<file path="src/rtl/frame_rx_pkg.sv">
// -----------------------------------------------------------------------------
// frame_rx_pkg
// Shared UART constants and the frame receiver state encoding. The 8N1 data
// bit count and the oversample counter sizing are shared with the transmitter
// side, so they live here rather than in either block.
// -----------------------------------------------------------------------------
package frame_rx_pkg;

    // 8N1 framing: 8 data bits, LSB first.
    localparam int UART_DATA_BITS = 8;

    // Largest supported oversampling ratio; counters are sized for it.
    localparam int UART_MAX_OVS   = 16;
    localparam int UART_OVS_CNT_W = $clog2(UART_MAX_OVS);

    // Bit counter must hold 0..UART_DATA_BITS.
    localparam int UART_BIT_CNT_W = $clog2(UART_DATA_BITS + 1);

    typedef enum logic [2:0] {
        ST_IDLE  = 3'd0,
        ST_START = 3'd1,
        ST_DATA  = 3'd2,
        ST_STOP  = 3'd3,
        ST_GAP   = 3'd4,
        ST_DONE  = 3'd5,
        ST_ERR   = 3'd6
    } rx_state_e;

endpackage

</file>
<file path="src/rtl/frame_rx_bit_sampler.sv">
// -----------------------------------------------------------------------------
// frame_rx_bit_sampler
// Two-flop synchroniser for the serial line plus the oversample counter that
// produces the mid-bit sample strobe.
//
// Ports:
//   clk_i       oversampling clock
//   reset_i     asynchronous active-high reset
//   rx_i        raw serial line (asynchronous to clk_i)
//   run_i       counter runs while high; held at 0 while low
//   half_i      1: strobe after OVS/2 clocks (start bit), 0: after OVS clocks
//   rx_sync_o   synchronised serial line
//   sample_o    one-clock strobe at the sampling point
// -----------------------------------------------------------------------------
module frame_rx_bit_sampler
    import frame_rx_pkg::*;
#(
    parameter int OVS = 8
) (
    input  logic clk_i,
    input  logic reset_i,
    input  logic rx_i,
    input  logic run_i,
    input  logic half_i,
    output logic rx_sync_o,
    output logic sample_o
);

    localparam logic [UART_OVS_CNT_W-1:0] HALF_LAST = UART_OVS_CNT_W'(OVS / 2 - 1);
    localparam logic [UART_OVS_CNT_W-1:0] FULL_LAST = UART_OVS_CNT_W'(OVS - 1);

    logic                      rx_meta_q;
    logic                      rx_sync_q;
    logic [UART_OVS_CNT_W-1:0] cnt_q;
    logic [UART_OVS_CNT_W-1:0] cnt_d;

    always_ff @(posedge clk_i or posedge reset_i) begin
        if (reset_i) begin
            rx_meta_q <= 1'b1;
            rx_sync_q <= 1'b1;
            cnt_q     <= '0;
        end else begin
            rx_meta_q <= rx_i;
            rx_sync_q <= rx_meta_q;
            cnt_q     <= cnt_d;
        end
    end

    assign sample_o  = run_i && (cnt_q == (half_i ? HALF_LAST : FULL_LAST));
    assign rx_sync_o = rx_sync_q;

    // Restart after every strobe so the next bit is measured from this sample
    // point; idle states keep the counter at zero for the next start bit.
    always_comb begin
        cnt_d = cnt_q + 1'b1;
        if (!run_i || sample_o) begin
            cnt_d = '0;
        end
    end

endmodule

</file>
<file path="src/rtl/frame_rx.sv">
// -----------------------------------------------------------------------------
// frame_rx
// RS485 frame receiver: collects BYTES 8N1 bytes into a frame and writes each
// byte to a buffer at {0, cycle, byte_idx}. Reports a clean frame with
// frame_done and a framing error or inter-byte timeout with frame_err.
//
// Ports:
//   clk_i         oversampling clock (OVS x baud)
//   reset_i       asynchronous active-high reset
//   en_i          receiver enable; low forces IDLE and drops a partial frame
//   rx_i          serial line, idle high
//   cycle_i       frame slot index, latched at the start bit of byte 0
//   wr_addr_o     write address {1'b0, cycle, byte_idx[1:0]}
//   wr_data_o     received byte
//   wr_en_o       one-clock write strobe
//   frame_done_o  one-clock pulse after the last byte of a clean frame
//   frame_err_o   one-clock pulse on framing error or inter-byte timeout
//   busy_o        high whenever the FSM is not in IDLE
//   state_o       current FSM state (rx_state_e encoding)
// -----------------------------------------------------------------------------
module frame_rx
    import frame_rx_pkg::*;
#(
    parameter int BYTES    = 4,
    parameter int OVS      = 8,
    parameter int GAP_BITS = 4
) (
    input  logic       clk_i,
    input  logic       reset_i,
    input  logic       en_i,
    input  logic       rx_i,
    input  logic [5:0] cycle_i,
    output logic [8:0] wr_addr_o,
    output logic [7:0] wr_data_o,
    output logic       wr_en_o,
    output logic       frame_done_o,
    output logic       frame_err_o,
    output logic       busy_o,
    output logic [2:0] state_o
);

    localparam int GAP_CLKS = GAP_BITS * OVS;
    localparam int GAP_W    = (GAP_CLKS > 1) ? $clog2(GAP_CLKS) : 1;

    localparam logic [GAP_W-1:0]          GAP_LAST  = GAP_W'(GAP_CLKS - 1);
    localparam logic [UART_OVS_CNT_W-1:0] HI_LAST   = UART_OVS_CNT_W'(OVS - 1);
    localparam logic [UART_BIT_CNT_W-1:0] BIT_LAST  = UART_BIT_CNT_W'(UART_DATA_BITS - 1);
    localparam logic [2:0]                BYTE_LAST = 3'(BYTES - 1);

    rx_state_e                 state_q, state_d;
    logic [UART_BIT_CNT_W-1:0] bit_cnt_q, bit_cnt_d;
    logic [2:0]                byte_idx_q, byte_idx_d;
    logic [7:0]                shift_q, shift_d;
    logic [5:0]                cycle_q, cycle_d;
    logic [GAP_W-1:0]          gap_cnt_q, gap_cnt_d;
    logic [UART_OVS_CNT_W-1:0] hi_cnt_q, hi_cnt_d;
    logic [8:0]                wr_addr_q, wr_addr_d;
    logic [7:0]                wr_data_q, wr_data_d;
    logic                      wr_en_q, wr_en_d;
    logic                      frame_done_q, frame_done_d;
    logic                      frame_err_q, frame_err_d;

    logic rx_s;
    logic sample;
    logic run;
    logic half;

    // The oversample counter only runs while a bit is being timed.
    assign run  = (state_q == ST_START) || (state_q == ST_DATA) || (state_q == ST_STOP);
    assign half = (state_q == ST_START);

    frame_rx_bit_sampler #(
        .OVS (OVS)
    ) u_sampler (
        .clk_i     (clk_i),
        .reset_i   (reset_i),
        .rx_i      (rx_i),
        .run_i     (run),
        .half_i    (half),
        .rx_sync_o (rx_s),
        .sample_o  (sample)
    );

    always_ff @(posedge clk_i or posedge reset_i) begin
        if (reset_i) begin
            state_q      <= ST_IDLE;
            bit_cnt_q    <= '0;
            byte_idx_q   <= '0;
            shift_q      <= '0;
            cycle_q      <= '0;
            gap_cnt_q    <= '0;
            hi_cnt_q     <= '0;
            wr_addr_q    <= '0;
            wr_data_q    <= '0;
            wr_en_q      <= 1'b0;
            frame_done_q <= 1'b0;
            frame_err_q  <= 1'b0;
        end else begin
            state_q      <= state_d;
            bit_cnt_q    <= bit_cnt_d;
            byte_idx_q   <= byte_idx_d;
            shift_q      <= shift_d;
            cycle_q      <= cycle_d;
            gap_cnt_q    <= gap_cnt_d;
            hi_cnt_q     <= hi_cnt_d;
            wr_addr_q    <= wr_addr_d;
            wr_data_q    <= wr_data_d;
            wr_en_q      <= wr_en_d;
            frame_done_q <= frame_done_d;
            frame_err_q  <= frame_err_d;
        end
    end

    // Strobes are registered: a transition decided in this clock shows its
    // pulse in the next one. The write therefore lands in the first GAP/DONE
    // clock and frame_done in the clock after DONE, so the three pulses can
    // never coincide.
    always_comb begin
        state_d      = state_q;
        bit_cnt_d    = bit_cnt_q;
        byte_idx_d   = byte_idx_q;
        shift_d      = shift_q;
        cycle_d      = cycle_q;
        gap_cnt_d    = gap_cnt_q;
        hi_cnt_d     = hi_cnt_q;
        wr_addr_d    = wr_addr_q;
        wr_data_d    = wr_data_q;
        wr_en_d      = 1'b0;
        frame_done_d = 1'b0;
        frame_err_d  = 1'b0;

        if (!en_i) begin
            state_d    = ST_IDLE;
            byte_idx_d = '0;
        end else begin
            case (state_q)
                ST_IDLE: begin
                    if (!rx_s) begin
                        state_d    = ST_START;
                        bit_cnt_d  = '0;
                        byte_idx_d = '0;
                        cycle_d    = cycle_i;
                    end
                end

                ST_START: begin
                    if (sample) begin
                        if (!rx_s) begin
                            state_d   = ST_DATA;
                            bit_cnt_d = '0;
                        end else if (byte_idx_q == 3'd0) begin
                            // Glitch before the first byte: nothing to abandon.
                            state_d = ST_IDLE;
                        end else begin
                            // Glitch between bytes: keep waiting for the real start.
                            state_d   = ST_GAP;
                            gap_cnt_d = '0;
                        end
                    end
                end

                ST_DATA: begin
                    if (sample) begin
                        shift_d   = {rx_s, shift_q[7:1]};
                        bit_cnt_d = bit_cnt_q + 1'b1;
                        if (bit_cnt_q == BIT_LAST) begin
                            state_d = ST_STOP;
                        end
                    end
                end

                ST_STOP: begin
                    if (sample) begin
                        if (rx_s) begin
                            wr_en_d    = 1'b1;
                            wr_data_d  = shift_q;
                            wr_addr_d  = {1'b0, cycle_q, byte_idx_q[1:0]};
                            byte_idx_d = byte_idx_q + 3'd1;
                            if (byte_idx_q == BYTE_LAST) begin
                                state_d = ST_DONE;
                            end else begin
                                state_d   = ST_GAP;
                                gap_cnt_d = '0;
                            end
                        end else begin
                            state_d     = ST_ERR;
                            frame_err_d = 1'b1;
                            byte_idx_d  = '0;
                            hi_cnt_d    = '0;
                        end
                    end
                end

                ST_GAP: begin
                    if (!rx_s) begin
                        state_d   = ST_START;
                        bit_cnt_d = '0;
                    end else if (gap_cnt_q == GAP_LAST) begin
                        state_d     = ST_ERR;
                        frame_err_d = 1'b1;
                        byte_idx_d  = '0;
                        hi_cnt_d    = '0;
                    end else begin
                        gap_cnt_d = gap_cnt_q + 1'b1;
                    end
                end

                ST_DONE: begin
                    frame_done_d = 1'b1;
                    byte_idx_d   = '0;
                    state_d      = ST_IDLE;
                end

                ST_ERR: begin
                    // Resynchronise: require one full bit-time of idle line so a
                    // new start bit is not mistaken inside the broken byte.
                    if (rx_s) begin
                        if (hi_cnt_q == HI_LAST) begin
                            state_d = ST_IDLE;
                        end else begin
                            hi_cnt_d = hi_cnt_q + 1'b1;
                        end
                    end else begin
                        hi_cnt_d = '0;
                    end
                end

                default: begin
                    state_d    = ST_IDLE;
                    byte_idx_d = '0;
                end
            endcase
        end
    end

    assign wr_addr_o    = wr_addr_q;
    assign wr_data_o    = wr_data_q;
    assign wr_en_o      = wr_en_q;
    assign frame_done_o = frame_done_q;
    assign frame_err_o  = frame_err_q;
    assign busy_o       = (state_q != ST_IDLE);
    assign state_o      = state_q;

endmodule

</file>
<file path="config.mk">
export PLATFORM = sky130hd
export DESIGN_NAME = frame_rx
export DESIGN_NICKNAME = d
export VERILOG_FILES = /design/src/rtl/frame_rx_pkg.sv /design/src/rtl/frame_rx_bit_sampler.sv /design/src/rtl/frame_rx.sv
export SDC_FILE = /design/constraint.sdc
export NUM_CORES = 1
export LEC_CHECK = 0
export CAP_MARGIN = 25
export CORE_ASPECT_RATIO = 1.1
export CORE_MARGIN = 2
export CORE_UTILIZATION = 50
export CTS_BUF_LIST = sky130_fd_sc_hd__clkbuf_8 sky130_fd_sc_hd__clkbuf_16
export DETAILED_ROUTE_END_ITERATION = 7
export DONT_BUFFER_PORTS = 1
export GPL_ROUTABILITY_DRIVEN = 0
export SLEW_MARGIN = 15
export SYNTH_ARGS = -nofsm -noshare
export SYNTH_HDL_FRONTEND = slang
export SYNTH_HIERARCHICAL = 1
export SYNTH_SLANG_ARGS = --single-unit
</file>
<file path="constraint.sdc">
create_clock -name clk_i -period 6.54 [get_ports clk_i]
set_input_delay 1.962 -clock clk_i [delete_from_list [all_inputs] [get_ports clk_i]]
set_output_delay 1.962 -clock clk_i [all_outputs]
set_load 0.02 [all_outputs]
</file>
Yosys cells after proc, flatten, opt, wreduce, memory -nomap -nowiden
Index checks and enable logic that the tools add are counted.
{ "classes": {"n_addsub": 5, "n_eq_ne": 34, "muxes": 56, "bitwise_logic": 1, "n_reduce_logical": 21} }
{ "ops": {"columns": ["op", "n"], "rows": [
  ["3-bit 2-to-1 mux", 20],
  ["4-bit 2-to-1 mux", 10],
  ["5-bit 2-to-1 mux", 8],
  ["4-bit one-hot mux with 3 select lines", 2],
  ["3-bit one-hot mux with 6 select lines", 1],
  ["2-bit != test (second input constant)", 8],
  ["3-bit by 2-bit != test with 1-bit output (second input constant)", 5],
  ["3-bit != test (second input constant)", 5],
  ["5-bit one-hot mux with 3 select lines", 1],
  ["4-bit by 1-bit adder with 4-bit output (second input constant)", 3],
  ["1-bit 2-to-1 mux", 12],
  ["3-bit one-hot mux with 4 select lines", 1],
  ["3-bit nonzero test", 4],
  ["10-bit AND reduction", 1],
  ["3-bit by 2-bit equality test with 1-bit output (second input constant)", 3],
  ["3-bit equality test (second input constant)", 3],
  ["4-bit by 3-bit equality test with 1-bit output (second input constant)", 2],
  ["2-bit by 1-bit != test with 1-bit output (second input constant)", 4],
  ["4-bit AND reduction", 2],
  ["8-bit AND reduction", 1],
  ["7-bit AND reduction", 1],
  ["3-bit zero test", 2],
  ["3-bit AND reduction", 2],
  ["5-bit by 1-bit adder with 5-bit output (second input constant)", 1],
  ["other kinds (13)", 15]
]} }
{ "word_totals": {"regBits": 58, "in_bits": 10, "output_inout_bits": 24, "wordCells": 132} }

Depth between registers and ports, before layout
Gate-level depths: netlist of the first run.
{ "depth": {"word_depth": 7, "depth_mapped": 8, "mapped_depth_nobuf": 7} }

Cells and area by module
The synthesis of the first run kept the hierarchy.
{ "modules_own_cells": {"columns": ["mod", "n_inst", "cells_per_inst", "area_per_inst_um2", "seq_area_each_um2"], "rows": [
  ["frame_rx", 1, 221, 2566.2, 1301.2],
  ["frame_rx_bit_sampler", 1, 20, 241.5, 152.6]
]} }

Worst setup path after synthesis of the first run
No wires, ideal clock.
{ "synth_path": {"kind": "flip-flop to output port", "startpoint": "register state_q[2], in the netlist state_o[2]", "endpoint": "output port busy_o", "arrival_time_ps": 1318, "required_time_ps": 4578, "setup_slack_ps": 3260, "stages_incl_launch_ff": 4, "path_buffers": 2, "cell_sequence": "dfrtp_1 -> buf_2 -> buf_2 -> or3_1"} }
{ "synth_via": {"elab_chain_cells": 1} }
{ "synth_rtl": {"columns": ["item", "line_no", "rtl"], "rows": [
  ["start, declared", "frame_rx.sv:50", "rx_state_e state_q, state_d;"],
  ["start signal, assigned", "frame_rx.sv:99", "state_q <= state_d;"],
  ["3-bit nonzero test", "frame_rx.sv:241", "assign busy_o = (state_q != ST_IDLE);"],
  ["end, declared", "frame_rx.sv:38", "output logic busy_o,"]
]} }
Every way passes these cells.

Final worst setup path of the first run
{ "layout_path": {"startpoint": "register state_q[1], in the netlist state_o[1]", "endpoint": "output port busy_o"} }
Same word-level chain as after synthesis.

==> results.md, run 1 <==
- CTS Hold Bufs: 0
- Crit path required time: around 4.6 ns
- Status: finished, final reports clean
- Hold_sp: u_sampler/rx_meta_q$_DFF_PP1_
- H-tree depth: 3
- Syn Nets: 260
- WS Path Type: flop to output port
- Critical path launch point type: flop
- Util after Layout: 0.5726
- Clock Sinks: 58
- Most area-consuming cells after synthesis: dfrtp_1, mux2_2, ha_1, o21ai_0, dfstp_2
- Setup TNS: 0 ns
- Power density cells: ~330 nW/um^2
- Total Routed Length: approximately 5.4 mm
- Num CTS Buffers: 9
- Initial Utilization: 0.5204
- ANT nets after route: 0
- Final Hold Viols: 0
- Multi-input gate area: around 1200 sq um
- Peak Freq: 279.4 MHz
- Sw Pwr: between 0.0003 and 0.0004 W
- Synth Flop Type: dfrtp_1
- Core Area: roughly 5400 sq um
- Cell Int Power: about 0.00072 W
- Crit Path Max Fanout: 23
- Min-Delay Path Class: flop to flop
- Clock Power Share: 0.379
- Met1 usage: 0.2387
- Slew HR: 0.4076
- GRT met3 Usage: 0.07282
- Largest net degree at the start of global routing: between 50 and 60
- Async SR Flop Fraction: 1.000
- Slowest stage cell, crit path: dfrtp_1
- Max-cap violation count: 0
- Mapped Area: approximately 2800 sq um
- Cell row count: 28
- Leakage: approximately 1.4 nW
- Chip width: ~75 um
- Crit path time final: around 3.6 ns
- EDFF count, synth: 0
- Max-slew violations: 0
- Seq cells post-synth: just under 60
- Endpoint class of the critical path: output port
- Worst-path clk slew: roughly 0.070 ns
- Hpwl dp: 3.725 mm
- Syn Inst Count: between 200 and 250
- Pre-antenna DRT Iters: 4
- Clock Root Buffer: clkbuf_8
- Diodes inserted: 0
- Actual slew at the worst max-slew pin: 0.8876 ns
- Comb pwr share: 0.183
- CTS tree: built
- GR peak layer: met2
- Area growth from synthesis to layout: 10.03%
- Synth warn: 6
- Placed cell area: 2854 sq um
- First-pass GRT wire length: a little over 9 mm
- Number of library cell types mapped by synthesis: just under 50
- RR Startpoint: state_o[1]$_DFFE_PP0P_
- Post-cts sizing count: 0
- Highest cell delay on the worst timing path: roughly 0.68 ns
- Via-per-instance ratio: 5.997
- Routed via count: 1931
- Critical-path cell list: or3_1
- Fillers: about 470
- Worst-skew pair later-pin latency: between 0.3 and 0.4 ns
- Port Buf Inserts: 0
- Final setup viols: 0
- Antenna violations before repair: 0
- Post-CTS Setup Bufs: 0
- Fin cells: roughly 320
- WL/cell: roughly 17 um
- Sequential Power Share: 0.438
- Overflow after GRT: 0
- Peak VDD IR: 0.2255 mV
- Die Span Y: 82.60 um
- Tcrit/Tclk final: 0.5473
- Design Area, Final: roughly 3000 sq um
- Switching share of power: 0.3037
- Count leader, synth: dfrtp_1
- Worst Setup SP: state_o[1]$_DFFE_PP0P_
- Post-synth top area share: 0.4991
- Seq. cell area: around 1500 sq um
- Final #Nets: about 260
- Vias in the first global route: 1955
- Crit path buffers/inverters: 0
- Syn_area_per_cell: ~12 sq um
- Share of cells above drive strength 1: 0.2267
- Final Skew: roughly 0.0072 ns
- DP Cell Count: slightly above 300
- Register area share after synthesis: 0.5178
- Synth top cells by count: dfrtp_1, mux2_2, inv_1, o21ai_0
- CP arrival: 1.62 ns
- Worst path top cell family by delay: flip-flops
- I/O pins: 34
- Post-synth top area cell: dfrtp_1
- Longest Clk Path Bufs: 2
- RSZ-0062 raised after global routing: no
- DRT iter0 DRCs: 170
- GRT Total Usage: 0.1957
- Area of the die: between 6000 and 7000 sq um
- Drt drc: 0
- Met2 usage: 0.3096
[path summary, 6_finish.rpt]
check / cells past startpoint / end / slack [ns]
min: 0 / u_sampler/rx_sync_o$_DFF_PP1_ / 0.36
min in group asynchronous: 1 / u_sampler/cnt_q[3]$_DFF_PP0_ / 1.42
min reg2reg: 0 / u_sampler/rx_sync_o$_DFF_PP1_ / 0.36
max: 1 / busy_o / 2.96
max in group asynchronous: 1 / bit_cnt_q[2]$_DFFE_PP0P_ / 4.35
max reg2reg: 7 / bit_cnt_q[0]$_DFFE_PP0P_ / 3.29
[logic make-up after synthesis]
kind of cell             Yosys count  synth area share
adder cells (fa/ha/maj)            9           0.04011
other                              1          0.001336
XOR/XNOR                           3          0.009360
AND/OR/NAND/NOR                   67            0.1355
AO/OA/AOI/OAI                     47            0.1248
multiplexers                      33            0.1319
buffers and inverters             23           0.03922
flip-flops                        58            0.5178
[worst reg2reg max path: stages (launching register included)]
cell	delay, ns
dfrtp_1	0.86
nor2_1	0.33
nor2_1	0.22
nor3b_1	0.54
nand2b_1	0.21
a211oi_1	0.45
o21ai_0	0.23
mux2_2	0.30
[placed cells by master, fill, tap and decap left out, types with 3 or more instances in the layout]
master / netlist / layout
inv_1: 11 / 12
bufinv_16: 0 / 3
nor2_1: 9 / 9
mux2_2: 31 / 31
nor3b_1: 3 / 3
dfrtp_1: 56 / 56
nor2b_1: 4 / 4
nand3b_1: 3 / 3
a32oi_1: 3 / 3
a22o_1: 6 / 6
clkbuf_8: 0 / 9
and3_1: 4 / 4
nand3_1: 8 / 8
o21ai_0: 11 / 11
a21oi_1: 3 / 3
nand2b_1: 4 / 4
nand2_1: 9 / 9
nor3_1: 7 / 7
ha_1: 9 / 9
or3_1: 3 / 3
o31ai_1: 6 / 6
a21o_1: 3 / 3
[power groups by stage]
stage / registers, W / clock network, W / logic, W
2_1_floorplan: 0.000427 / 0 / 0.000179
3_5_place_dp: 0.000457 / 0 / 0.000187
5_1_grt: 0.000459 / 0.000417 / 0.000210
4_1_cts: 0.000450 / 0.000400 / 0.000189
3_3_place_gp: 0.000452 / 0 / 0.000180
6_report: 0.000451 / 0.000391 / 0.000188
[final cells by class]
cell class	count	share of cell area
clock inverter	7	0.03564
inverter	11	0.01377
timing repair buffer	2	0.004860
multi-input combinational	160	0.4046
tap	75	0.03038
sequential	58	0.4706
clock buffer	9	0.04010
[through the flow]
| stage | hold WS [ns] | power [W] | setup slack, ns |
|---|---|---|---|
| finish | 0.3595 | 0.001030 | 2.960 |
| detailed placement | 0.3520 | 0.0006440 | 3.334 |
| global route | 0.3730 | 0.001086 | 2.888 |
| CTS | 0.3616 | 0.001039 | 2.955 |
| floorplan | 0.3452 | 0.0006060 | 3.260 |
| global placement | 0.3514 | 0.0006324 | 3.348 |
[registers in the layout, indices dropped and copies added (netlist names)]
name	flops
shift_q	8
wr_addr_o	8
wr_data_o	8
cycle_q	6
gap_cnt_q	5
bit_cnt_q	4
hi_cnt_q	4
u_sampler/cnt_q	4
byte_idx_q	3
state_o	3
frame_done_o	1
frame_err_o	1
u_sampler/rx_meta_q	1
u_sampler/rx_sync_o	1
wr_en_o	1
[metal layers]
metal  wire length, um  vias to the layer above
met2              2757                       54
met5                 0                        -
met4                80                        0
met1              2249                      981
li1                  -                      888
met3               337                        8
Power figures use the tool's default switching activity.
==> inputs of run 2 (changes only) <==
==> constraint.sdc (replaced) <==
create_clock -name clk_i -period 3.5 [get_ports clk_i]
set_input_delay 1.05 -clock clk_i [delete_from_list [all_inputs] [get_ports clk_i]]
set_output_delay 1.05 -clock clk_i [all_outputs]
set_load 0.02 [all_outputs]
==> results.md, run 2 (synthesized netlist as in run 1, its figures left out) <==
- Fin cells: 324 (+0.62%)
- Endpoint class of the critical path: flop
- Crit Path Max Fanout: 8 (-65%)
- Routed via count: 1903 (-1.5%)
- GRT Total Usage: 0.1970 (+0.001259)
- Status: finished, final reports clean
- WL/cell: 16.29 um (-3.3%)
- Min-Delay Path Class: flop to flop
- Slowest stage cell, crit path: dfrtp_1
- RSZ-0062 raised after global routing: no
- Crit path required time: 3.74 ns (-0.84 ns)
- Critical path launch point type: flop
- Overflow after GRT: 0 (unchanged)
- Diodes inserted: 0 (unchanged)
- H-tree depth: 3 (unchanged)
- Chip width: 75.45 um (unchanged)
- ANT nets after route: 0 (unchanged)
- DP Cell Count: 308 (+0.65%)
- Placed cell area: 2869 sq um (+0.53%)
- Cell row count: 28 (unchanged)
- Final #Nets: 263 (+0.77%)
- I/O pins: 34 (unchanged)
- Critical-path cell list: nor3b_1, xnor2_1, nor3b_1, nand2b_1, a211oi_1, o21ai_0, mux2_2
- Hold_ws: 0.3664 ns (+0.006923 ns)
- Vias in the first global route: 1960 (+0.26%)
- Antenna violations before repair: 0 (unchanged)
- CTS Hold Bufs: 0 (unchanged)
- Power density cells: 590.6 nW/um^2 (+77%)
- Total Routed Length: 5.278 mm (-2.7%)
- Area growth from synthesis to layout: 9.180%
- Initial Utilization: 0.5204 (unchanged)
- Worst-path clk slew: 0.07 ns (about the same)
- Highest cell delay on the worst timing path: 0.59 ns (-0.09 ns)
- Peak VDD IR: 0.3260 mV (+45%)
- Hpwl dp: 3.713 mm (-0.32%)
- Leakage: 1.427 nW (-1.0%)
- Fillers: 488 (+4.5%)
- Core Area: 5395 sq um (unchanged)
- Largest net degree at the start of global routing: 53 (unchanged)
- Max-cap violation count: 0 (unchanged)
- Num CTS Buffers: 9 (unchanged)
- Clock Sinks: 58 (unchanged)
- Port Buf Inserts: 0 (unchanged)
- First-pass GRT wire length: 8.990 mm (-1.4%)
- CTS tree: built
- Final setup viols: 0 (unchanged)
- Final Skew: 0.01168 ns (+0.004497 ns)
- Pre-antenna DRT Iters: 4 (unchanged)
- Setup TNS: 0 ns (unchanged)
- Drt drc: 0 (unchanged)
- Worst-skew pair later-pin latency: 0.34 ns (about the same)
- WS Path Type: flop to flop
- Design Area, Final: 3065 sq um (-0.77%)
- Longest Clk Path Bufs: 2 (unchanged)
- Worst Setup Slack, final: 0.6707 ns (-2.290 ns)
- Crit path time final: around 2.8 ns
- Commonest non-fill, non-tap cell in the layout: dfrtp_1
- Peak Freq: 353.5 MHz
- Final Hold Viols: 0 (unchanged)
- Max-slew violations: 0 (unchanged)
- Slew HR: 0.4258 (+0.01819)
- Post-CTS Setup Bufs: 0 (unchanged)
- Crit path buffers/inverters: 0 (unchanged)
- Post-Place Setup Slack: 0.7031 ns (-2.631 ns)
- Actual slew at the worst max-slew pin: 0.8604 ns (-0.02725 ns)
- CP arrival: 3.06 ns (+1.44 ns)
- Area of the die: 6232 sq um (unchanged)
- Clock Root Buffer: clkbuf_8
- DRT iter0 DRCs: 102 (-40%)
- Worst path top cell family by delay: simple AND/OR/NAND/NOR gates
- Via-per-instance ratio: 5.873 (-2.1%)
- Die Span Y: 82.60 um (unchanged)
- Share of cells above drive strength 1: 0.2369 (+0.01023)
- Post-cts sizing count: 0 (unchanged)
- Tcrit/Tclk final: 0.8084
- Top cell by count, worst path: nor3b_1
- Commonest non-fill, non-tap cells in the layout: dfrtp_1, mux2_2, inv_1, o21ai_0
## run 2: changes by cell type in the layout (fill, tap and decap cells not counted), sizes merged
cell	previous run	this run
bufinv	3	1
buf	2	4
clkinvlp	1	2
clkinv	2	4
inv	12	11
## run 2: where the power goes
part | internal (W) | switching, W | leakage (nW)
sequential | 0.000736 | 0.0000666 | 0.787
clock | 0.000326 | 0.000277 | 0.0966
combinational | 0.000151 | 0.000253 | 0.543
## run 2: final timing paths
| check | startpoint | to | slack [ns] | depth (start not counted) |
|---|---|---|---|---|
| setup reg to reg | state_o[0]$_DFFE_PP0P_ | bit_cnt_q[0]$_DFFE_PP0P_ | 0.67 | 7 |
| hold reg to reg | u_sampler/rx_meta_q$_DFF_PP1_ | u_sampler/rx_sync_o$_DFF_PP1_ | 0.37 | 0 |
| max in group asynchronous | reset_i | gap_cnt_q[1]$_DFFE_PP0P_ | 2.25 | 1 |
| hold / removal | u_sampler/rx_meta_q$_DFF_PP1_ | u_sampler/rx_sync_o$_DFF_PP1_ | 0.37 | 0 |
| setup / recovery | state_o[0]$_DFFE_PP0P_ | bit_cnt_q[0]$_DFFE_PP0P_ | 0.67 | 7 |
| min in group asynchronous | reset_i | u_sampler/cnt_q[2]$_DFF_PP0_ | 0.50 | 1 |
## run 2: worst register-to-register path: stages, from the launching register on
cell      delay [ns]
dfrtp_1         0.59
nor3b_1         0.39
xnor2_1         0.17
nor3b_1         0.44
nand2b_1        0.19
a211oi_1        0.42
o21ai_0         0.23
mux2_2          0.30
## run 2: stage by stage
stage | power [W] | utilization
after floorplan | 0.001132 | -
after global placement | 0.001200 | 0.5318
after detailed placement | 0.001221 | 0.5318
after CTS | 0.001827 | 0.5680
after global routing | 0.001908 | 0.5682
final | 0.001810 | 0.5682
## run 2: area by class of cell
type                    instances  area [sq um]  share of cell area
clock buffers                   9         123.9             0.04041
clock inverters                 7         71.32             0.02327
inverters                      11         42.54             0.01388
multi-input cells             160          1250              0.4078
flip-flops and latches         58          1454              0.4743
well taps                      75         93.84             0.03061
repair buffers                  4         30.03            0.009796
## run 2: layer usage
layer / wire length [um] / part of all wire / track usage
met5: 0 / 0 / 0
met4: 106 / 0.020 / 0.1123
met3: 282 / 0.053 / 0.05097
met2: 2711 / 0.51 / 0.3183
met1: 2177 / 0.41 / 0.2368
